File: src/rtl/key_conditioner.sv
// key_conditioner: push-button front end for the SLC-3 top level.
//
// Each of N_KEYS channels synchronises a raw active-low key and debounces
// both press and release. It produces a clean pressed level plus one-cycle
// press and release strobes. While the key is held, and if that channel's
// auto-repeat is enabled, it also produces repeat press strobes.
//
// Ports:
//   Clk           system clock
//   Reset_n       asynchronous active-low reset
//   Key_n         raw active-low keys, asynchronous to Clk
//   Repeat_En     per-channel auto-repeat enable, synchronous to Clk
//   Level         debounced pressed state (1 = pressed), registered
//   Press_Pulse   one-cycle strobe on accepted press and on each repeat
//   Release_Pulse one-cycle strobe on accepted release
//   Any_Level     OR of Level (combinational from registered Level)
//
// Channel FSM:
//   state    | meaning
//   ---------+--------------------------------------------------------
//   IDLE     | key released and accepted as released
//   PRESS_DB | key seen low, counting stable low samples
//   HELD     | press accepted; auto-repeat timer runs here only
//   REL_DB   | key seen high, counting stable high samples; repeat frozen
module key_conditioner #(
    parameter int N_KEYS          = 2,
    parameter int SYNC_STAGES     = 2,
    parameter int DEBOUNCE_CYCLES = 16,
    parameter int REPEAT_DELAY    = 64,
    parameter int REPEAT_RATE     = 16
) (
    input  logic              Clk,
    input  logic              Reset_n,
    input  logic [N_KEYS-1:0] Key_n,
    input  logic [N_KEYS-1:0] Repeat_En,
    output logic [N_KEYS-1:0] Level,
    output logic [N_KEYS-1:0] Press_Pulse,
    output logic [N_KEYS-1:0] Release_Pulse,
    output logic              Any_Level
);

    localparam int DB_W    = $clog2(DEBOUNCE_CYCLES + 1);
    localparam int RPT_MAX = (REPEAT_DELAY > REPEAT_RATE) ? REPEAT_DELAY : REPEAT_RATE;
    localparam int RPT_W   = $clog2(RPT_MAX + 1);

    localparam logic [DB_W-1:0]  DB_TARGET  = DB_W'(DEBOUNCE_CYCLES);
    localparam logic [RPT_W-1:0] RPT_DELAY  = RPT_W'(REPEAT_DELAY);
    localparam logic [RPT_W-1:0] RPT_RATE   = RPT_W'(REPEAT_RATE);
    localparam logic [RPT_W-1:0] RPT_SAT    = RPT_W'(RPT_MAX);

    if (N_KEYS < 1) begin : g_bad_nkeys
        $error("key_conditioner: N_KEYS must be >= 1");
    end
    if (SYNC_STAGES < 2) begin : g_bad_sync
        $error("key_conditioner: SYNC_STAGES must be >= 2");
    end
    if (DEBOUNCE_CYCLES < 1) begin : g_bad_db
        $error("key_conditioner: DEBOUNCE_CYCLES must be >= 1");
    end
    if (REPEAT_DELAY < 1) begin : g_bad_delay
        $error("key_conditioner: REPEAT_DELAY must be >= 1");
    end
    if (REPEAT_RATE < 1) begin : g_bad_rate
        $error("key_conditioner: REPEAT_RATE must be >= 1");
    end

    typedef enum logic [1:0] {
        IDLE     = 2'd0,
        PRESS_DB = 2'd1,
        HELD     = 2'd2,
        REL_DB   = 2'd3
    } state_e;

    logic [SYNC_STAGES-1:0] sync_q   [N_KEYS];
    logic [SYNC_STAGES-1:0] sync_d   [N_KEYS];
    state_e                 state_q  [N_KEYS];
    state_e                 state_d  [N_KEYS];
    logic [DB_W-1:0]        dbcnt_q  [N_KEYS];
    logic [DB_W-1:0]        dbcnt_d  [N_KEYS];
    logic [RPT_W-1:0]       rptcnt_q [N_KEYS];
    logic [RPT_W-1:0]       rptcnt_d [N_KEYS];

    // 0 = waiting out REPEAT_DELAY, 1 = repeating every REPEAT_RATE
    logic [N_KEYS-1:0] rpt_phase_q, rpt_phase_d;
    logic [N_KEYS-1:0] level_q, level_d;
    logic [N_KEYS-1:0] press_q, press_d;
    logic [N_KEYS-1:0] release_q, release_d;

    logic [N_KEYS-1:0] key_down;
    logic [DB_W-1:0]   db_inc     [N_KEYS];
    logic [RPT_W-1:0]  rpt_inc    [N_KEYS];
    logic [RPT_W-1:0]  rpt_target [N_KEYS];

    // Synchroniser shift and saturating counter increments.
    always_comb begin
        for (int i = 0; i < N_KEYS; i++) begin
            sync_d[i]     = {sync_q[i][SYNC_STAGES-2:0], Key_n[i]};
            key_down[i]   = ~sync_q[i][SYNC_STAGES-1];
            db_inc[i]     = (dbcnt_q[i] >= DB_TARGET) ? DB_TARGET : dbcnt_q[i] + DB_W'(1);
            rpt_inc[i]    = (rptcnt_q[i] >= RPT_SAT) ? RPT_SAT : rptcnt_q[i] + RPT_W'(1);
            rpt_target[i] = rpt_phase_q[i] ? RPT_RATE : RPT_DELAY;
        end
    end

    always_comb begin
        level_d     = level_q;
        rpt_phase_d = rpt_phase_q;
        press_d     = '0;
        release_d   = '0;
        for (int i = 0; i < N_KEYS; i++) begin
            state_d[i]  = state_q[i];
            dbcnt_d[i]  = dbcnt_q[i];
            rptcnt_d[i] = rptcnt_q[i];

            case (state_q[i])
                IDLE: begin
                    if (key_down[i]) begin
                        if (DEBOUNCE_CYCLES == 1) begin
                            state_d[i]     = HELD;
                            dbcnt_d[i]     = '0;
                            rptcnt_d[i]    = '0;
                            rpt_phase_d[i] = 1'b0;
                            level_d[i]     = 1'b1;
                            press_d[i]     = 1'b1;
                        end else begin
                            state_d[i] = PRESS_DB;
                            dbcnt_d[i] = DB_W'(1);
                        end
                    end
                end

                PRESS_DB: begin
                    if (!key_down[i]) begin
                        state_d[i] = IDLE;
                        dbcnt_d[i] = '0;
                    end else if (db_inc[i] == DB_TARGET) begin
                        state_d[i]     = HELD;
                        dbcnt_d[i]     = '0;
                        rptcnt_d[i]    = '0;
                        rpt_phase_d[i] = 1'b0;
                        level_d[i]     = 1'b1;
                        press_d[i]     = 1'b1;
                    end else begin
                        dbcnt_d[i] = db_inc[i];
                    end
                end

                HELD: begin
                    // A key-high sample takes priority over a due repeat, so a
                    // release in progress never emits a stray press strobe.
                    if (!key_down[i]) begin
                        if (DEBOUNCE_CYCLES == 1) begin
                            state_d[i]   = IDLE;
                            dbcnt_d[i]   = '0;
                            level_d[i]   = 1'b0;
                            release_d[i] = 1'b1;
                        end else begin
                            state_d[i] = REL_DB;
                            dbcnt_d[i] = DB_W'(1);
                        end
                    end else if (!Repeat_En[i]) begin
                        rptcnt_d[i]    = '0;
                        rpt_phase_d[i] = 1'b0;
                    end else if (rpt_inc[i] == rpt_target[i]) begin
                        rptcnt_d[i]    = '0;
                        rpt_phase_d[i] = 1'b1;
                        press_d[i]     = 1'b1;
                    end else begin
                        rptcnt_d[i] = rpt_inc[i];
                    end
                end

                REL_DB: begin
                    if (key_down[i]) begin
                        state_d[i] = HELD;
                        dbcnt_d[i] = '0;
                    end else if (db_inc[i] == DB_TARGET) begin
                        state_d[i]   = IDLE;
                        dbcnt_d[i]   = '0;
                        level_d[i]   = 1'b0;
                        release_d[i] = 1'b1;
                    end else begin
                        dbcnt_d[i] = db_inc[i];
                    end
                end

                default: begin
                    state_d[i] = IDLE;
                    dbcnt_d[i] = '0;
                end
            endcase
        end
    end

    always_ff @(posedge Clk or negedge Reset_n) begin
        if (!Reset_n) begin
            for (int i = 0; i < N_KEYS; i++) begin
                sync_q[i]   <= '1;
                state_q[i]  <= IDLE;
                dbcnt_q[i]  <= '0;
                rptcnt_q[i] <= '0;
            end
            rpt_phase_q <= '0;
            level_q     <= '0;
            press_q     <= '0;
            release_q   <= '0;
        end else begin
            for (int i = 0; i < N_KEYS; i++) begin
                sync_q[i]   <= sync_d[i];
                state_q[i]  <= state_d[i];
                dbcnt_q[i]  <= dbcnt_d[i];
                rptcnt_q[i] <= rptcnt_d[i];
            end
            rpt_phase_q <= rpt_phase_d;
            level_q     <= level_d;
            press_q     <= press_d;
            release_q   <= release_d;
        end
    end

    assign Level         = level_q;
    assign Press_Pulse   = press_q;
    assign Release_Pulse = release_q;
    assign Any_Level     = |level_q;

endmodule

File: config.mk
export PLATFORM = sky130hd
export DESIGN_NAME = key_conditioner
export DESIGN_NICKNAME = d
export VERILOG_FILES = /design/src/rtl/key_conditioner.sv
export SDC_FILE = /design/constraint.sdc
export NUM_CORES = 1
export LEC_CHECK = 0
export CAP_MARGIN = 15
export CORE_ASPECT_RATIO = 2
export CORE_MARGIN = 10
export CORE_UTILIZATION = 60
export DETAILED_ROUTE_END_ITERATION = 16
export GPL_ROUTABILITY_DRIVEN = 0
export PLACE_DENSITY = 0.81
export SETUP_SLACK_MARGIN = 0.05
export SLEW_MARGIN = 30
export SYNTH_ARGS = -nofsm -noshare
export SYNTH_HDL_FRONTEND = slang
export SYNTH_SLANG_ARGS = --single-unit
File: constraint.sdc
create_clock -name Clk -period 2.9 [get_ports Clk]
set_clock_uncertainty 0.1 [all_clocks]
set_input_delay 0.435 -clock Clk [delete_from_list [all_inputs] [get_ports Clk]]
set_output_delay 0.435 -clock Clk [all_outputs]
set_load 0.05 [all_outputs]
==> results.cfg, run 1 <==
[layout]
fin_util_pct = 67.8
fin_nets = 303
fin_area_um2 = 2630
area_delta_synth_final_pct = 9.25
antenna-diode-count = 0
drive_above_1_share_pct = 8.19

[sta]
worst_slew_pin_slew_ns = 0.861
tns_ns = 0
worst_slack_ns = 0.645
max_freq_mhz = 444
rsz0062_at_grt = false
period_share_pct = 77.7
drv_slew = 0
slew_headroom_pct = 42.6
fin_crit_ns = 2.25
final-hold-violation-count = 0
setup_violations = 0

[clocking]
clk_path_buf_depth = 2
cts_setup_buffers = 0
cts_hold_buf = 0
numClockSinks = 40
clk_pin_slew_ns = 0.08
cts_buffers = 5
clk_latency_ns = 0.30
htreeDepth = 2
root_buffer = clkbuf_8
cts_tree = yes
cts_resized = 0

[routing]
viasPerCell = 6.00
dr.first_iter.drc_count = 131
vias = 1993
drc = 0
dr.pass1.iters = 4
wl_mm = 4.68
ant_nets = 0
routedWlPerCell_um = 14.1

[yosys]
synth_cells = 269
synth-async-reset-ratio_pct = 100
synth_nets = 291
yosys_warnings = 0
synth_edf_count = 0
ys_types = 54
synth_largest_area_cell = dfrtp_1
synth_top_area_share_pct = 37.4
synthFlopType = dfrtp_1
synth.cell_area_um2 = 2410
synthTopCellsByArea = dfrtp_1 (37%), ha_1 (8.3%), o21ai_0 (6.0%)
ys_seq_elements = 40
syn_area_per_cell_um2 = 8.95
yosysSeqAreaShare_pct = 41.8

[grt]
grt_max_degree = 41
grt_pass1_wl_mm = 8.11
grt_overflow_total = 0
antenna_found_initial = 0
grt_usage_pct = 14.1
grt_pass1_vias = 1956

[setup_path]
arrival_ns = 1.72
cpMaxStageDelayCell = clkdlybuf4s50_1
crit_family = buffers and inverters
regToRegEndpoint = rptcnt_q[2]$_DFFE_PN0P_
crit_fanout = 4
critical_path_class = flop to output pin
r2r_cells = 7
cp-end-kind = output pin
worst-path-buf-inv = 1
start_kind = flop
worstPathCellList = or2_2, clkdlybuf4s50_1
cp.required_ns = 2.37
slowest_delay_ns = 0.70
r2r_slack_ns = 0.77
reg2reg_from = dbcnt_q[0]$_DFFE_PN0P_

[power_and_ir_drop]
peakVddDrop_v = 0.000509
power_density_nw_per_um2 = 736
power.leakage_uw = 0.00113

[die]
row_count = 32
start_util_pct = 62.0
die_area_um2 = 7100
die_width_um = 64.8
die_h_um = 110
ioPinCount = 13
core-area_um2 = 3880

[flow_run]
drv_cap = 0

[placement]
io_buffers = 12
place_hpwl_mm = 3.47
dpl-instance-area_um2 = 2550
place_worst_setup_slack_ns = 0.778

[hold_path]
hp-class = input port to async pin

[status]
outcome = complete, no violations
flip-flops by register name (all words and copies together) (netlist names), named ones only:
register	count
rptcnt_q	14
dbcnt_q	10
Level	2
Press_Pulse	2
Release_Pulse	2
rpt_phase_q	2
state_q	2
sync_d	2
sync_q	2
layout make-up:
| type | instances | area [um2] |
|---|---|---|
| clock buffer | 6 | 72.6 |
| clock inverter | 1 | 5.00 |
| multi-input combinational | 204 | 1300 |
| timing repair buffer | 13 | 123 |
| fill | 345 | 1250 |
| inverter | 17 | 63.8 |
| sequential | 40 | 1010 |
| tap | 51 | 63.8 |
kinds of logic (layout without fill, tap and decap cells):
family / count (synthesis) / in the layout / share of synthesized area [%]
AOI/OAI and AO/OA: 79 / 79 / 21.0
xor gates and xnor gates: 3 / 3 / 1.09
adders and majority gates: 16 / 16 / 8.31
buffers and inverters: 25 / 37 / 4.36
DFF: 40 / 40 / 41.8
muxes: 4 / 4 / 1.71
and+or+nand+nor: 102 / 102 / 21.7
where the power goes:
part           switching (uW)  leakage (uW)  total (uW)  internal [uW]
Sequential                117      0.000519         778            661
Clock                     183     0.0000410         347            164
Combinational             502      0.000569         811            309
worst reg2reg max path, delay by kind of cell (launching register included):
family | cells | cell delay, ns
flops | 1 | 0.37
fa+ha+maj | 1 | 0.30
buf+inv | 1 | 0.08
simple gates | 2 | 0.77
compound gates | 3 | 0.39
per-layer routing:
metal | vias to the layer above | track usage (%) | part of all wire [%]
met5 | - | 0 | 0
met3 | 7 | 3.06 | 3.4
met4 | 0 | 9.38 | 1.8
met1 | 970 | 12.8 | 39
met2 | 35 | 26.6 | 55
li1 | 981 | - | -
cell usage after synthesis, types with 4 or more instances:
cell type	count
inv_1	17
dfstp_2	4
a21oi_1	13
nor3_1	8
nand2b_1	7
nor2_1	15
clkbuf_1	4
a211oi_1	4
nand2_1	34
ha_1	16
nand3_1	11
o21ai_0	29
o2bb2ai_1	4
or2_2	4
dfrtp_1	36
cell usage in the layout, fill, tap and decap left out, types with 3 or more instances in the layout:
cell type,n
or3_1,3
nor3_1,8
a21oi_1,13
clkdlybuf4s50_1,11
a31oi_1,3
nand2b_1,7
and2_1,3
a211oi_1,4
clkbuf_8,5
nand2_1,34
o41ai_1,3
or2_2,4
o21ai_0,29
nand3_1,11
inv_1,17
o21ai_1,3
o2bb2ai_1,4
mux2i_1,3
dfstp_2,4
dfrtp_1,36
nor2_1,15
ha_1,16
worst max path at each step:
| stage | startpoint | end | cells after the start |
|---|---|---|---|
| final | Level[1]$_DFFE_PN0P_ | Any_Level | 2 |
| after global routing | rptcnt_q[0]$_DFFE_PN0P_ | rptcnt_q[6]$_DFFE_PN0P_ | 6 |
| after global placement | dbcnt_q[0]$_DFFE_PN0P_ | rptcnt_q[5]$_DFFE_PN0P_ | 7 |
| after CTS | Level[1]$_DFFE_PN0P_ | Any_Level | 2 |
| after floorplan | dbcnt_q[0]$_DFFE_PN0P_ | rptcnt_q[2]$_DFFE_PN0P_ | 8 |
| after detailed placement | dbcnt_q[0]$_DFFE_PN0P_ | rptcnt_q[2]$_DFFE_PN0P_ | 7 |
metrics by stage:
stage	total power, uW	hold slack [ns]	std cells
after global placement	1580	0.246	325
after floorplan	1400	0.0394	269
after global routing	2100	0.205	332
after CTS	1960	0.183	332
final	1940	0.144	332
after detailed placement	1600	0.247	325
(Power assumes the default switching activity.)
==> run 2: changes to the inputs <==
Settings changed: CORE_UTILIZATION 60 to 54, PLACE_DENSITY 0.81 to 0.77.
Clock period 2.9 ns to 1.9 ns, I/O delays scaled along.
==> run 2 against run 1 <==
Effect of this change: global-route usage is 0.89 points higher; combinational power is 120% higher; sequential power is 50% higher.
==> results.cfg, run 2 (synthesis results as in run 1) <==
[status]
outcome = complete, no violations

[sta]
period_share_pct = 98.8
final-hold-violation-count = 0
worst_slew_pin_slew_ns = 0.513
fin_crit_ns = 1.88
max_freq_mhz = 533
drv_slew = 0
rsz0062_at_grt = true
hold_slack_ns = 0.258
tns_ns = 0
slew_headroom_pct = 65.8
setup_violations = 0

[flow_run]
drv_cap = 0

[grt]
grt_pass1_vias = 2183
antenna_found_initial = 0
grt_max_degree = 41
grt_overflow_total = 0
grt_usage_pct = 14.9
grt_pass1_wl_mm = 9.33

[clocking]
root_buffer = clkbuf_8
clk_latency_ns = 0.30
cts_buffers = 5
htreeDepth = 2
clk_pin_slew_ns = 0.08
cts_tree = yes
clk_path_buf_depth = 2
numClockSinks = 40

[layout]
fin_nets = 337
largestRegisters = rptcnt_q (14), dbcnt_q (10)
top_register = rptcnt_q
final_common_cell = buf_4
fin_cells = 370
area_delta_synth_final_pct = 29.7
drive_above_1_share_pct = 32.0
largest_register_ffs = 14
antenna-diode-count = 0
final_cell_mix = buf_4 (37), dfrtp_1 (35), nand2_1 (33)

[power_and_ir_drop]
pwr-share-clk_pct = 15.7
p_comb_share_pct = 51.1
power_density_nw_per_um2 = 1130
peakVddDrop_v = 0.000895
switchingPower_uw = 1460
swShare_pct = 41.3
intPower_uw = 2070
power.leakage_uw = 0.00138
power_frac_seq_pct = 33.2

[placement]
place_hpwl_mm = 3.97
io_buffers = 12
placedCellCount = 353

[die]
start_util_pct = 55.5
ioPinCount = 13
die_width_um = 67.2
die_h_um = 114
row_count = 34
core-area_um2 = 4340
die_area_um2 = 7690

[routing]
ant_nets = 0
dr.first_iter.drc_count = 82
vias = 2184
routedWlPerCell_um = 15.4
drc = 0
wl_mm = 5.69
viasPerCell = 5.90
dr.pass1.iters = 4

[setup_path]
worstPathCellList = inv_2, ha_4, and4b_1, a21oi_2, or3_4, o21ai_1, a22o_1
r2r_cells = 7
cp.required_ns = 2.03
cp_num_cells = 7
slowest_delay_ns = 0.40
worst-path-buf-inv = 1
arrival_ns = 2.01
crit_family = simple AND/OR/NAND/NOR gates
cpMaxStageDelayCell = dfrtp_1
critical_path_class = flop to flop
crit_fanout = 8
start_kind = flop
cp-end-kind = flop

[hold_path]
holdPathStages = 0
hp-class = flop to flop
-- run 2: final cells by class --
| class | count | area, um2 |
|---|---|---|
| multi-input cells | 204 | 1520 |
| fillers | 336 | 1220 |
| flip-flops and latches | 40 | 1010 |
| repair buffers | 47 | 382 |
| clock buffers | 7 | 76.3 |
| well taps | 54 | 67.6 |
| inverters | 17 | 63.8 |
| clock inverters | 1 | 5.00 |
-- run 2: worst paths after layout --
path	end	slack (ns)	startpoint
max	rptcnt_q[3]$_DFFE_PN0P_	0.02	dbcnt_q[0]$_DFFE_PN0P_
min	sync_q[3]$_DFF_PN1_	0.26	sync_d[3]$_DFF_PN1_
max reg2reg	rptcnt_q[3]$_DFFE_PN0P_	0.02	dbcnt_q[0]$_DFFE_PN0P_
min reg2reg	sync_q[3]$_DFF_PN1_	0.26	sync_d[3]$_DFF_PN1_
max in group asynchronous	sync_d[1]$_DFF_PN1_	0.85	Reset_n
min in group asynchronous	rptcnt_q[5]$_DFFE_PN0P_	0.48	Reset_n
-- run 2: worst register-to-register path: cells and delay by family, from the launching register on --
family	cells	cell delay, ns
adder cells (fa/ha/maj)	1	0.20
AO/OA/AOI/OAI	3	0.36
AND/OR/NAND/NOR	2	0.69
flip-flops	1	0.40
buffers and inverters	1	0.08
-- run 2: metrics by stage --
stage	setup WS (ns)	instance area, um2	power (uW)	utilization (%)
after global routing	-0.0655	3120	3800	72.0
after global placement	-0.0134	2750	2630	63.5
final	0.0237	3120	3530	72.0
after CTS	0.0273	2930	3370	67.5
after floorplan	0.0287	2440	2180	-
after detailed placement	-0.0944	2750	2690	63.5
-- run 2: metal layers --
metal  part of all wire [%]  vias up  GRT usage, %
met2                     55       41          26.0
met4                    3.5        0          8.40
li1                       -     1051             -
met3                    2.6       20          2.94
met5                      0        -             0
met1                     39     1072          15.9
-- run 2: power by group through the flow --
stage                     clock [uW]  sequential [uW]  combinational [uW]
final                            554             1170                1800
after global routing             597             1190                2010
after CTS                        570             1160                1640
after detailed placement           0             1180                1510
after global placement             0             1160                1470
after floorplan                    0             1200                 984
-- run 2: repair_timing --
action	in CTS	in global routing
endpoints found under the setup margin	16	30
cloned	0	0
gates resized for setup	11	43
setup buffers	5	4
pin swaps	4	11
endpoints found under the hold margin	36	0
hold buffers	1	0
